===== src/rtl/pds_stim_gen_if.sv =====
`timescale 1ns/1ps
// Transaction bus between the PDS stimulus engine and its consumer.
// Latency: n/a (wires only).
// Backpressure: consumer holds op_ready low to stall; producer holds fields stable while op_valid.
// Signals:
//   op_valid  - producer has a transaction
//   op_ready  - consumer accepts it this cycle
//   det/off   - per-port detect and off-request vectors
//   prio      - 2-bit priority per port
//   pwr_bdj   - power budget
//   ports_off - global ports-off request
interface pds_stim_gen_if #(
    parameter int NUM_PORTS = 8,
    parameter int BDJ_W     = 8
);
    logic                   op_valid;
    logic                   op_ready;
    logic [NUM_PORTS-1:0]   det;
    logic [NUM_PORTS-1:0]   off;
    logic [2*NUM_PORTS-1:0] prio;
    logic [BDJ_W-1:0]       pwr_bdj;
    logic                   ports_off;

    modport master (
        output op_valid, det, off, prio, pwr_bdj, ports_off,
        input  op_ready
    );

    modport slave (
        input  op_valid, det, off, prio, pwr_bdj, ports_off,
        output op_ready
    );
endinterface


===== src/rtl/pds_stim_gen.sv =====
`timescale 1ns/1ps
// Constrained-random PDS transaction generator driven by a 32-bit Galois LFSR.
// Latency: first op_valid 6 cycles after start; 5-cycle op spacing, 6 across a budget change.
// Backpressure: SEND holds every field and op_valid until op_ready; op_valid is a pure state decode.
//
// Ports:
//   clk, reset_n      - clock, asynchronous active-low reset (aborts any run)
//   start             - begin a run (only honoured in IDLE or DONE)
//   seed_load/seed_in - reload the LFSR (only honoured in IDLE or DONE; 0 selects SEED)
//   op_if             - transaction bus (master side)
//   busy, done        - run in progress / last run finished (done held until next start)
//   op_count          - handshakes in the current or last run
//   sig               - running transaction signature
//
// Optional feature: define PDS_STIM_SIGNATURE_EN to build the signature accumulator;
// without it sig is tied to 0.
module pds_stim_gen #(
    parameter int          NUM_PORTS      = 8,
    parameter int          BDJ_W          = 8,
    parameter int          OUTER_CNT      = 200,
    parameter int          INNER_CNT      = 200,
    parameter logic [31:0] SEED           = 32'hACE1_2024,
    parameter logic [7:0]  PORTS_OFF_CODE = 8'd56
) (
    input  logic                  clk,
    input  logic                  reset_n,
    input  logic                  start,
    input  logic                  seed_load,
    input  logic [31:0]           seed_in,
    pds_stim_gen_if.master        op_if,
    output logic                  busy,
    output logic                  done,
    output logic [31:0]           op_count,
    output logic [31:0]           sig
);

    localparam logic [31:0] TAPS       = 32'h8020_0003;
    localparam logic [31:0] INNER_LAST = 32'(INNER_CNT - 1);
    localparam logic [31:0] OUTER_LAST = 32'(OUTER_CNT - 1);

    typedef enum logic [2:0] {
        S_IDLE,
        S_BDJ,
        S_GEN,
        S_SEND,
        S_DONE
    } state_t;

    state_t                 state_q, state_d;
    logic [1:0]             draw_q, draw_d;
    logic [31:0]            lfsr_q, lfsr_d;
    logic [31:0]            inner_q, inner_d;
    logic [31:0]            outer_q, outer_d;
    logic [31:0]            cnt_q, cnt_d;
    logic [NUM_PORTS-1:0]   det_q, det_d;
    logic [NUM_PORTS-1:0]   off_q, off_d;
    logic [2*NUM_PORTS-1:0] prio_q, prio_d;
    logic [BDJ_W-1:0]       bdj_q, bdj_d;
    logic                   poff_q, poff_d;
    logic [31:0]            lfsr_step;

`ifdef PDS_STIM_SIGNATURE_EN
    localparam int PK_W = BDJ_W + 1 + 4 * NUM_PORTS;
    logic [31:0]      sig_q, sig_d;
    // Padding with 32 zero bits above the packed fields makes the low 32 bits
    // the zero-extended or truncated signature input for any parameter set.
    logic [PK_W+31:0] pk_ext;
    assign pk_ext = {32'b0, bdj_q, poff_q, prio_q, off_q, det_q};
`endif

    // Detect/off draw: two low LFSR bits pick all-zeros, all-ones or a raw slice,
    // biasing each corner case to a quarter of the ops.
    function automatic logic [NUM_PORTS-1:0] vec_draw(input logic [31:0] s);
        case (s[1:0])
            2'b00:   vec_draw = '0;
            2'b11:   vec_draw = '1;
            default: vec_draw = s[NUM_PORTS+1:2];
        endcase
    endfunction

    assign lfsr_step = {1'b0, lfsr_q[31:1]} ^ (lfsr_q[0] ? TAPS : 32'h0);

    always_comb begin
        state_d = state_q;
        draw_d  = draw_q;
        lfsr_d  = lfsr_q;
        inner_d = inner_q;
        outer_d = outer_q;
        cnt_d   = cnt_q;
        det_d   = det_q;
        off_d   = off_q;
        prio_d  = prio_q;
        bdj_d   = bdj_q;
        poff_d  = poff_q;
`ifdef PDS_STIM_SIGNATURE_EN
        sig_d   = sig_q;
`endif
        case (state_q)
            S_IDLE, S_DONE: begin
                // Seed load lands before the run begins, so a same-cycle start uses it.
                if (seed_load) begin
                    lfsr_d = (seed_in == 32'h0) ? SEED : seed_in;
                end
                if (start) begin
                    inner_d = '0;
                    outer_d = '0;
                    cnt_d   = '0;
`ifdef PDS_STIM_SIGNATURE_EN
                    sig_d   = '0;
`endif
                    state_d = S_BDJ;
                end
            end
            S_BDJ: begin
                bdj_d   = lfsr_q[BDJ_W-1:0];
                lfsr_d  = lfsr_step;
                draw_d  = 2'd0;
                state_d = S_GEN;
            end
            S_GEN: begin
                lfsr_d = lfsr_step;
                draw_d = draw_q + 2'd1;
                case (draw_q)
                    2'd0: det_d  = vec_draw(lfsr_q);
                    2'd1: off_d  = vec_draw(lfsr_q);
                    2'd2: prio_d = lfsr_q[2*NUM_PORTS-1:0];
                    default: begin
                        poff_d  = (lfsr_q[7:0] == PORTS_OFF_CODE);
                        state_d = S_SEND;
                    end
                endcase
            end
            S_SEND: begin
                if (op_if.op_ready) begin
                    cnt_d = cnt_q + 32'd1;
`ifdef PDS_STIM_SIGNATURE_EN
                    sig_d = {sig_q[30:0], sig_q[31]} ^ pk_ext[31:0];
`endif
                    if (inner_q < INNER_LAST) begin
                        inner_d = inner_q + 32'd1;
                        state_d = S_GEN;
                    end else if (outer_q < OUTER_LAST) begin
                        inner_d = '0;
                        outer_d = outer_q + 32'd1;
                        state_d = S_BDJ;
                    end else begin
                        state_d = S_DONE;
                    end
                end
            end
            default: state_d = S_IDLE;
        endcase
    end

    always_ff @(posedge clk or negedge reset_n) begin
        if (!reset_n) begin
            state_q <= S_IDLE;
            draw_q  <= '0;
            lfsr_q  <= SEED;
            inner_q <= '0;
            outer_q <= '0;
            cnt_q   <= '0;
            det_q   <= '0;
            off_q   <= '0;
            prio_q  <= '0;
            bdj_q   <= '0;
            poff_q  <= 1'b0;
`ifdef PDS_STIM_SIGNATURE_EN
            sig_q   <= '0;
`endif
        end else begin
            state_q <= state_d;
            draw_q  <= draw_d;
            lfsr_q  <= lfsr_d;
            inner_q <= inner_d;
            outer_q <= outer_d;
            cnt_q   <= cnt_d;
            det_q   <= det_d;
            off_q   <= off_d;
            prio_q  <= prio_d;
            bdj_q   <= bdj_d;
            poff_q  <= poff_d;
`ifdef PDS_STIM_SIGNATURE_EN
            sig_q   <= sig_d;
`endif
        end
    end

    assign op_if.op_valid  = (state_q == S_SEND);
    assign op_if.det       = det_q;
    assign op_if.off       = off_q;
    assign op_if.prio      = prio_q;
    assign op_if.pwr_bdj   = bdj_q;
    assign op_if.ports_off = poff_q;
    assign busy            = (state_q == S_BDJ) || (state_q == S_GEN) || (state_q == S_SEND);
    assign done            = (state_q == S_DONE);
    assign op_count        = cnt_q;
`ifdef PDS_STIM_SIGNATURE_EN
    assign sig             = sig_q;
`else
    assign sig             = 32'h0;
`endif

endmodule


===== src/flat_wrapper.sv =====
// flat-port wrapper written by rule: the top's interface ports become plain ports
module pds_stim_gen_flat 
#(
    parameter int          NUM_PORTS      = 8,
    parameter int          BDJ_W          = 8,
    parameter int          OUTER_CNT      = 200,
    parameter int          INNER_CNT      = 200,
    parameter logic [31:0] SEED           = 32'hACE1_2024,
    parameter logic [7:0]  PORTS_OFF_CODE = 8'd56
)
  (clk, reset_n, start, seed_load, seed_in, busy, done, op_count, sig, op_if_op_valid, op_if_det, op_if_off, op_if_prio, op_if_pwr_bdj, op_if_ports_off, op_if_op_ready);
  pds_stim_gen_if #(.NUM_PORTS(NUM_PORTS), .BDJ_W(BDJ_W)) op_if_i ();
  input  logic clk;
  input  logic reset_n;
  input  logic start;
  input  logic seed_load;
  input  logic [31:0] seed_in;
  output logic busy;
  output logic done;
  output logic [31:0] op_count;
  output logic [31:0] sig;
  output wire logic [$bits(op_if_i.op_valid)-1:0] op_if_op_valid;
  output wire logic [$bits(op_if_i.det)-1:0] op_if_det;
  output wire logic [$bits(op_if_i.off)-1:0] op_if_off;
  output wire logic [$bits(op_if_i.prio)-1:0] op_if_prio;
  output wire logic [$bits(op_if_i.pwr_bdj)-1:0] op_if_pwr_bdj;
  output wire logic [$bits(op_if_i.ports_off)-1:0] op_if_ports_off;
  input wire logic [$bits(op_if_i.op_ready)-1:0] op_if_op_ready;
  assign op_if_op_valid = op_if_i.op_valid;
  assign op_if_det = op_if_i.det;
  assign op_if_off = op_if_i.off;
  assign op_if_prio = op_if_i.prio;
  assign op_if_pwr_bdj = op_if_i.pwr_bdj;
  assign op_if_ports_off = op_if_i.ports_off;
  assign op_if_i.op_ready = op_if_op_ready;
  pds_stim_gen #(.NUM_PORTS(NUM_PORTS), .BDJ_W(BDJ_W), .OUTER_CNT(OUTER_CNT), .INNER_CNT(INNER_CNT), .SEED(SEED), .PORTS_OFF_CODE(PORTS_OFF_CODE)) u_core (.clk(clk), .reset_n(reset_n), .start(start), .seed_load(seed_load), .seed_in(seed_in), .op_if(op_if_i), .busy(busy), .done(done), .op_count(op_count), .sig(sig));
endmodule

===== config.mk =====
export PLATFORM = sky130hd
export DESIGN_NAME = pds_stim_gen_flat
export DESIGN_NICKNAME = d
export VERILOG_FILES = /design/src/rtl/pds_stim_gen_if.sv /design/src/rtl/pds_stim_gen.sv /design/src/flat_wrapper.sv
export SDC_FILE = /design/constraint.sdc
export NUM_CORES = 1
export LEC_CHECK = 0
export ABC_AREA = 1
export BUFFER_PORTS_ARGS = -buffer_cell sky130_fd_sc_hd__buf_2
export CAP_MARGIN = 20
export CORE_MARGIN = 2
export CORE_UTILIZATION = 53
export CTS_BUF_LIST = sky130_fd_sc_hd__clkbuf_2
export CTS_CLUSTER_DIAMETER = 200
export DETAILED_ROUTE_END_ITERATION = 10
export PLACE_DENSITY = 0.86
export SLEW_MARGIN = 40
export SYNTH_ARGS = -nofsm -noshare
export SYNTH_HDL_FRONTEND = slang
export SYNTH_SLANG_ARGS = --single-unit

===== constraint.sdc =====
create_clock -name clk -period 1.55 [get_ports clk]
set_input_delay 0.0775 -clock clk [delete_from_list [all_inputs] [get_ports clk]]
set_output_delay 0.0775 -clock clk [all_outputs]
set_load 0.01 [all_outputs]

==> run summary, run 1 <==
The mux cell area share after synthesis is 0.02279. For the maximum number of buffers from clock root to sink, the log shows 2. The run gives 1516 as the count of placed standard cells including taps.

The number of sinks driven by the clock tree is 174. End pin of the worst setup path after global-route repair: done. Counting distinct cell types in the post-synthesis netlist gives 35. The largest total area in the synthesized netlist belongs to dfrtp_1.

The register area share after synthesis is 0.4911. The pin type at the end of the worst path is an output port. The HPWL after detailed placement is 15.19 mm. The last weighted congestion value of the routability-driven placer is 0.9274.

In this run the tool buffered the top-level ports with 112 buffer cells. In this run the count of I/O pins placed on the die edge is 145. Ranked by instance count, the synthesized netlist is headed by nand2_1, nor2_1, dfrtp_1, inv_1, o21ai_0. The most common cell in the synthesized netlist is nand2_1. The synthesized netlist occupies a cell area of 8894 µm².

The cell count after synthesis came out at 1151. Averaged over all synthesized cells, the footprint is 7.727 µm². The synthesis-stage register bit count is 174. The largest family of logic cells by synthesized area was simple AND/OR/NAND/NOR gates. The proportion of register bits with asynchronous set or reset after synthesis was 1.000; the count of H-tree levels built during CTS was 4. The starting density of the core is 0.5401.

The total track usage was 0.6921. The adder and majority gate portion of the synthesized area was 0.01266. Entering global routing, the biggest net connects 47 pins. Among all flip-flop cells after synthesis, the most frequent one is dfrtp_1. The fraction of the mapped netlist area in simple logic gates is 0.2985, and the number of warnings printed during yosys synthesis is 0.

Ranked by total cell area, the synthesized netlist is headed by dfrtp_1, nand2_1, nor2_1. CTS placed an instance of clkbuf_2 at the clock tree root. The pre-CTS setup slack was -0.1066 ns. The post-synthesis compound-gate area fraction came out at 0.06303. The number of synthesized flops with an enable pin came out at 0.

The proportion of netlist area held by the largest area contributor is 0.4586, and the xor and xnor fraction of the mapped netlist area is 0.009848. Last stage the flow got to: global routing. The overflow left after global routing came out at 14. The number of rows in the core area is 47, and the number of CTS-inserted buffers is 17. In this run the vertical extent of the chip is 133.5 µm. The flow did not finish. The tool reported: "[ERROR GRT-0232] Routing congestion too high. Check the congestion heatmap in the GUI". The horizontal extent of the die works out to 133.5 µm.
[kinds of logic after synthesis]
family                   after synthesis
flip-flops                           174
XOR/XNOR                              10
adder cells (fa/ha/maj)                9
multiplexers                          18
AND/OR/NAND/NOR                      641
AO/OA/AOI/OAI                        102
other                                  1
buffers and inverters                196
[per-layer routing]
metal | overflow | global-route usage
met5 | 0 | 0.1861
met1 | 0 | 0.6929
met4 | 5 | 0.6537
met2 | 9 | 0.8545
met3 | 0 | 0.5689
[metrics by stage]
stage | TNS (ns) | instance area, µm² | utilization
global placement | -0.5301 | 10140 | 0.6158
floorplan | -0.7516 | 9066 | -
detailed placement | -5.556 | 10140 | 0.6158
CTS | -32.98 | 12490 | 0.7584
[timing repair]
action,CTS
gates resized for setup,192
setup buffers,54
setup endpoints to repair,175
gates cloned,29
hold endpoints to repair,208
pin swaps,20
hold buffers,38
==> inputs of run 2 (changes only) <==
--- a/config.mk
+++ b/config.mk
@@ -9,11 +9,9 @@
 export BUFFER_PORTS_ARGS = -buffer_cell sky130_fd_sc_hd__buf_2
 export CAP_MARGIN = 20
 export CORE_MARGIN = 2
-export CORE_UTILIZATION = 53
-export CTS_BUF_LIST = sky130_fd_sc_hd__clkbuf_2
-export CTS_CLUSTER_DIAMETER = 200
+export CORE_UTILIZATION = 39
 export DETAILED_ROUTE_END_ITERATION = 10
-export PLACE_DENSITY = 0.86
+export PLACE_DENSITY_LB_ADDON = 0.15
 export SLEW_MARGIN = 40
 export SYNTH_ARGS = -nofsm -noshare
 export SYNTH_HDL_FRONTEND = slang
==> constraint.sdc (replaced) <==
create_clock -name clk -period 2 [get_ports clk]
set_input_delay 0.1 -clock clk [delete_from_list [all_inputs] [get_ports clk]]
set_output_delay 0.1 -clock clk [all_outputs]
set_load 0.01 [all_outputs]
==> run 2 against run 1 <==
Against the previous run: the run now ends clean; area after synthesis did not move; synthesized cell count unchanged.
==> run summary, run 2 <==
Most common flop cell mapped by yosys: dfrtp_1 (unchanged). Timing would allow up to 545.3 MHz. The total track usage is 0.1871.

Dividing total power by cell area gives a power density of 1275 nW/µm². The run gives 0.5746 as the headroom to the max-slew limit. Iteration-0 DRC count of the detailed router: 414. Leakage power total: 5.620 nW. For the overflow left after global routing, the log shows 0. The starting density of the core came out at 0.3952 (was 0.5401). The setup path with the least slack is of type flip-flop to output pin.

The logs give 0.1579 ns (was -0.1066 ns) for the pre-CTS setup slack and 5 for the detailed-router iteration count before antenna repair. The core region is 22500 µm². The post-synthesis compound-gate area fraction was 0.06303 (unchanged). The register area share after synthesis was 0.4911 (unchanged).

The last weighted congestion value of the routability-driven placer was 0.8335 (was 0.9274). The first global-routing pass estimated 36.43 mm of wire. Setup repair after global routing left no endpoint under its margin. The pin count of the biggest net entering global routing is 61.

In this run the worst setup path begins at u_core.state_q[0]$_DFFE_PN0P_. For the number of CTS-inserted buffers, the log shows 17 (unchanged). The floorplan die height came out at 155.0 µm (was 133.5 µm).

The type of element capturing the critical path is an output pin. The synthesis-stage register bit count was 174 (unchanged). The shortest clock period the worst path allows after layout came out at 1.834 ns.

The logs give 2 (unchanged) for the maximum number of buffers from clock root to sink and 1356 for the number of nets in the layout. The cell taking the most area after synthesis is dfrtp_1 (unchanged). The run gives 0 as the setup-violating endpoint count in the final report.

After routing the design area is 10730 µm². The run gives 0 as the count of pins over their slew limit. Most numerous cell in the Yosys netlist: nand2_1 (unchanged). The tools report the number of placed I/O pins as 145 (unchanged).

The nature of the critical path startpoint is a flip-flop. The post-detailed-route count of antenna-violating nets was 0. The floorplan step defined a die boundary enclosing 24030 µm². Power comes to 13.68 mW. Largest cells by area after synthesis: dfrtp_1, nand2_1, nor2_1 (unchanged). The endpoint of the worst-slack reg-to-reg timing path was u_core.op_count[4]$_DFFE_PN0P_. The number of warnings printed during yosys synthesis was 0 (unchanged); the adder and majority gate portion of the synthesized area was 0.01266 (unchanged).

Relative to the synthesized area, the layout overhead comes to 20.65%. The total negative slack for setup checks is 0 ns. The initial antenna violation count is 0, and the slew at the pin with the worst max-slew slack is 0.6381 ns.

The share of final-layout standard cells stronger than drive strength 1 came out at 0.1814. Summed over all layers, the routed wires come to 21.50 mm. The proportion of register bits with asynchronous set or reset after synthesis is 1.000 (unchanged). The library cell used most frequently in the layout, excluding fill and tap cells, is nand2_1. In this run the critical register-to-register path is launched from u_core.state_q[0]$_DFFE_PN0P_.

The number of max-cap violations is 0. Commonest cells in the synthesized netlist: nand2_1, nor2_1, dfrtp_1, inv_1, o21ai_0 (unchanged). For the final core utilization, the log shows 0.4768. The cell area reported after detailed placement came out at 9888 µm² (was 10140 µm²).

For the number of instances in the synthesized netlist, the log shows 1151 (unchanged). In the layout the commonest cells are nand2_1, nor2_1, dfrtp_1, inv_1, buf_2. For the number of global-route vias before repair, the log shows 7261. The min-delay analysis places its worst path in the category primary input to flip-flop. The number of unique standard cell types used by synthesis was 35 (unchanged); the proportion of netlist area held by the largest area contributor was 0.4586 (unchanged).

Clock root buffer: clkbuf_16 (was clkbuf_2). The fraction of the cycle the final worst path needs works out to 0.9169. Setup clock skew after layout: 0.01288 ns. The final number of hold-violating endpoints is 0, and the logic depth of the worst register-to-register path is 7.

Number of synthesized flops with an enable pin: 0 (unchanged). For the combined area of all synthesized cells, the log shows 8894 µm² (unchanged). The finished layout holds 1608 standard cells, fillers aside.

In the routed layout, each cell is associated on average with a via count of 4.726. The horizontal extent of the die was 155.0 µm (was 133.5 µm); the placed wire-length estimate after detailed placement was 15.42 mm (was 15.19 mm). 0 antenna diodes ended up in the layout.

The count of port buffers added during placement was 112 (unchanged); the critical path arrival was 1.73 ns. The mux cell area share after synthesis came out at 0.02279 (unchanged). The largest family of logic cells by synthesized area was simple AND/OR/NAND/NOR gates (unchanged).

Of all nets on the critical path, the largest fanout is 4. The worst-case IR drop observed on VDD is 0.0007429 V. The setup check on the worst reg-to-reg path leaves a slack of 0.26 ns.

Clock latency on the worst-skew pair, taken at its later pin, is 0.43 ns. The fraction of the mapped netlist area in simple logic gates was 0.2985 (unchanged). Data on the critical path is required at its endpoint by 1.90 ns.

The clock-pin slew on the worst setup and hold paths works out to 0.07 ns. On the final layout, the worst hold slack is 0.02476 ns. Setup slack on the critical path of the routed design comes to 0.1663 ns. For the total DRC errors in the routed layout, the log shows 0. The tools report the last element of the critical path as done. Xor and xnor fraction of the mapped netlist area: 0.009848 (unchanged). The number of sinks driven by the clock tree is 174 (unchanged).

The run finished with clean final reports. The routed layout has 7599 vias. The count of placed standard cells including taps came out at 1554 (was 1516). The post-synthesis area per instance was 7.727 µm² (unchanged); the number of rows in the core area was 55 (was 47).

The count of H-tree levels built during CTS was 4 (unchanged). TritonCTS built the clock tree. After detailed routing, the average wire length per cell comes to 13.37 µm.
==> run 2: area by class of cell <==
| class | instances | area (µm²) |
|---|---|---|
| fillers | 2256 | 11770 |
| flip-flops and latches | 174 | 4368 |
| multi-input cells | 812 | 3746 |
| repair buffers | 175 | 1157 |
| inverters | 130 | 488.0 |
| clock buffers | 17 | 425.4 |
| well taps | 285 | 356.6 |
| clock inverters | 15 | 188.9 |
==> run 2: kinds of logic after synthesis <==
group / after synthesis
buffers and inverters: 196
XOR/XNOR: 10
multiplexers: 18
other: 1
flip-flops: 174
AO/OA/AOI/OAI: 102
adder cells (fa/ha/maj): 9
AND/OR/NAND/NOR: 641
==> run 2: per-layer routing <==
layer  vias to the layer above  wire [µm]  global-route usage  part of all wire
met2                       171      10040              0.3022              0.47
met4                         0        200             0.04321            0.0093
li1                       3870          -                   -                 -
met5                         -          0                   0                 0
met3                        14        892             0.03788             0.041
met1                      3544      10370              0.2606              0.48
==> run 2: worst max-delay path, cell delays in order (launching register included) <==
cell,delay [ns]
dfrtp_1,0.43
nor2_2,0.20
buf_4,0.17
inv_1,0.09
nor2_1,0.24
buf_2,0.19
==> run 2: what timing repair did <==
action                                  CTS  global route
resized for setup                         0             1
hold buffers                             22             0
hold endpoints to repair                 66             0
buffers inserted                          0             0
endpoints found under the setup margin    0             7
==> run 2: report_power, final <==
group	internal [mW]	switching [mW]
clock network	1.81	1.64
registers	4.41	0.440
logic	1.93	3.45
total	8.15	5.52
==> run 2: worst min-delay path by stage <==
| stage | start | end | slack, ns | cells past startpoint |
|---|---|---|---|---|
| global route | seed_in[2] | u_core.lfsr_q[2]$_DFFE_PN1P_ | 0.04 | 5 |
| CTS | seed_in[13] | u_core.lfsr_q[13]$_DFFE_PN1P_ | 0.005 | 5 |
| finish | seed_in[13] | u_core.lfsr_q[13]$_DFFE_PN1P_ | 0.02 | 5 |
| global placement | reset_n | u_core.inner_q[19]$_DFFE_PN0P_ | 0.14 | 1 |
| floorplan | reset_n | u_core.draw_q[0]$_DFFE_PN0N_ | -0.20 | 0 |
| detailed placement | reset_n | u_core.inner_q[19]$_DFFE_PN0P_ | 0.14 | 1 |
Power figures use the tool's default switching activity.
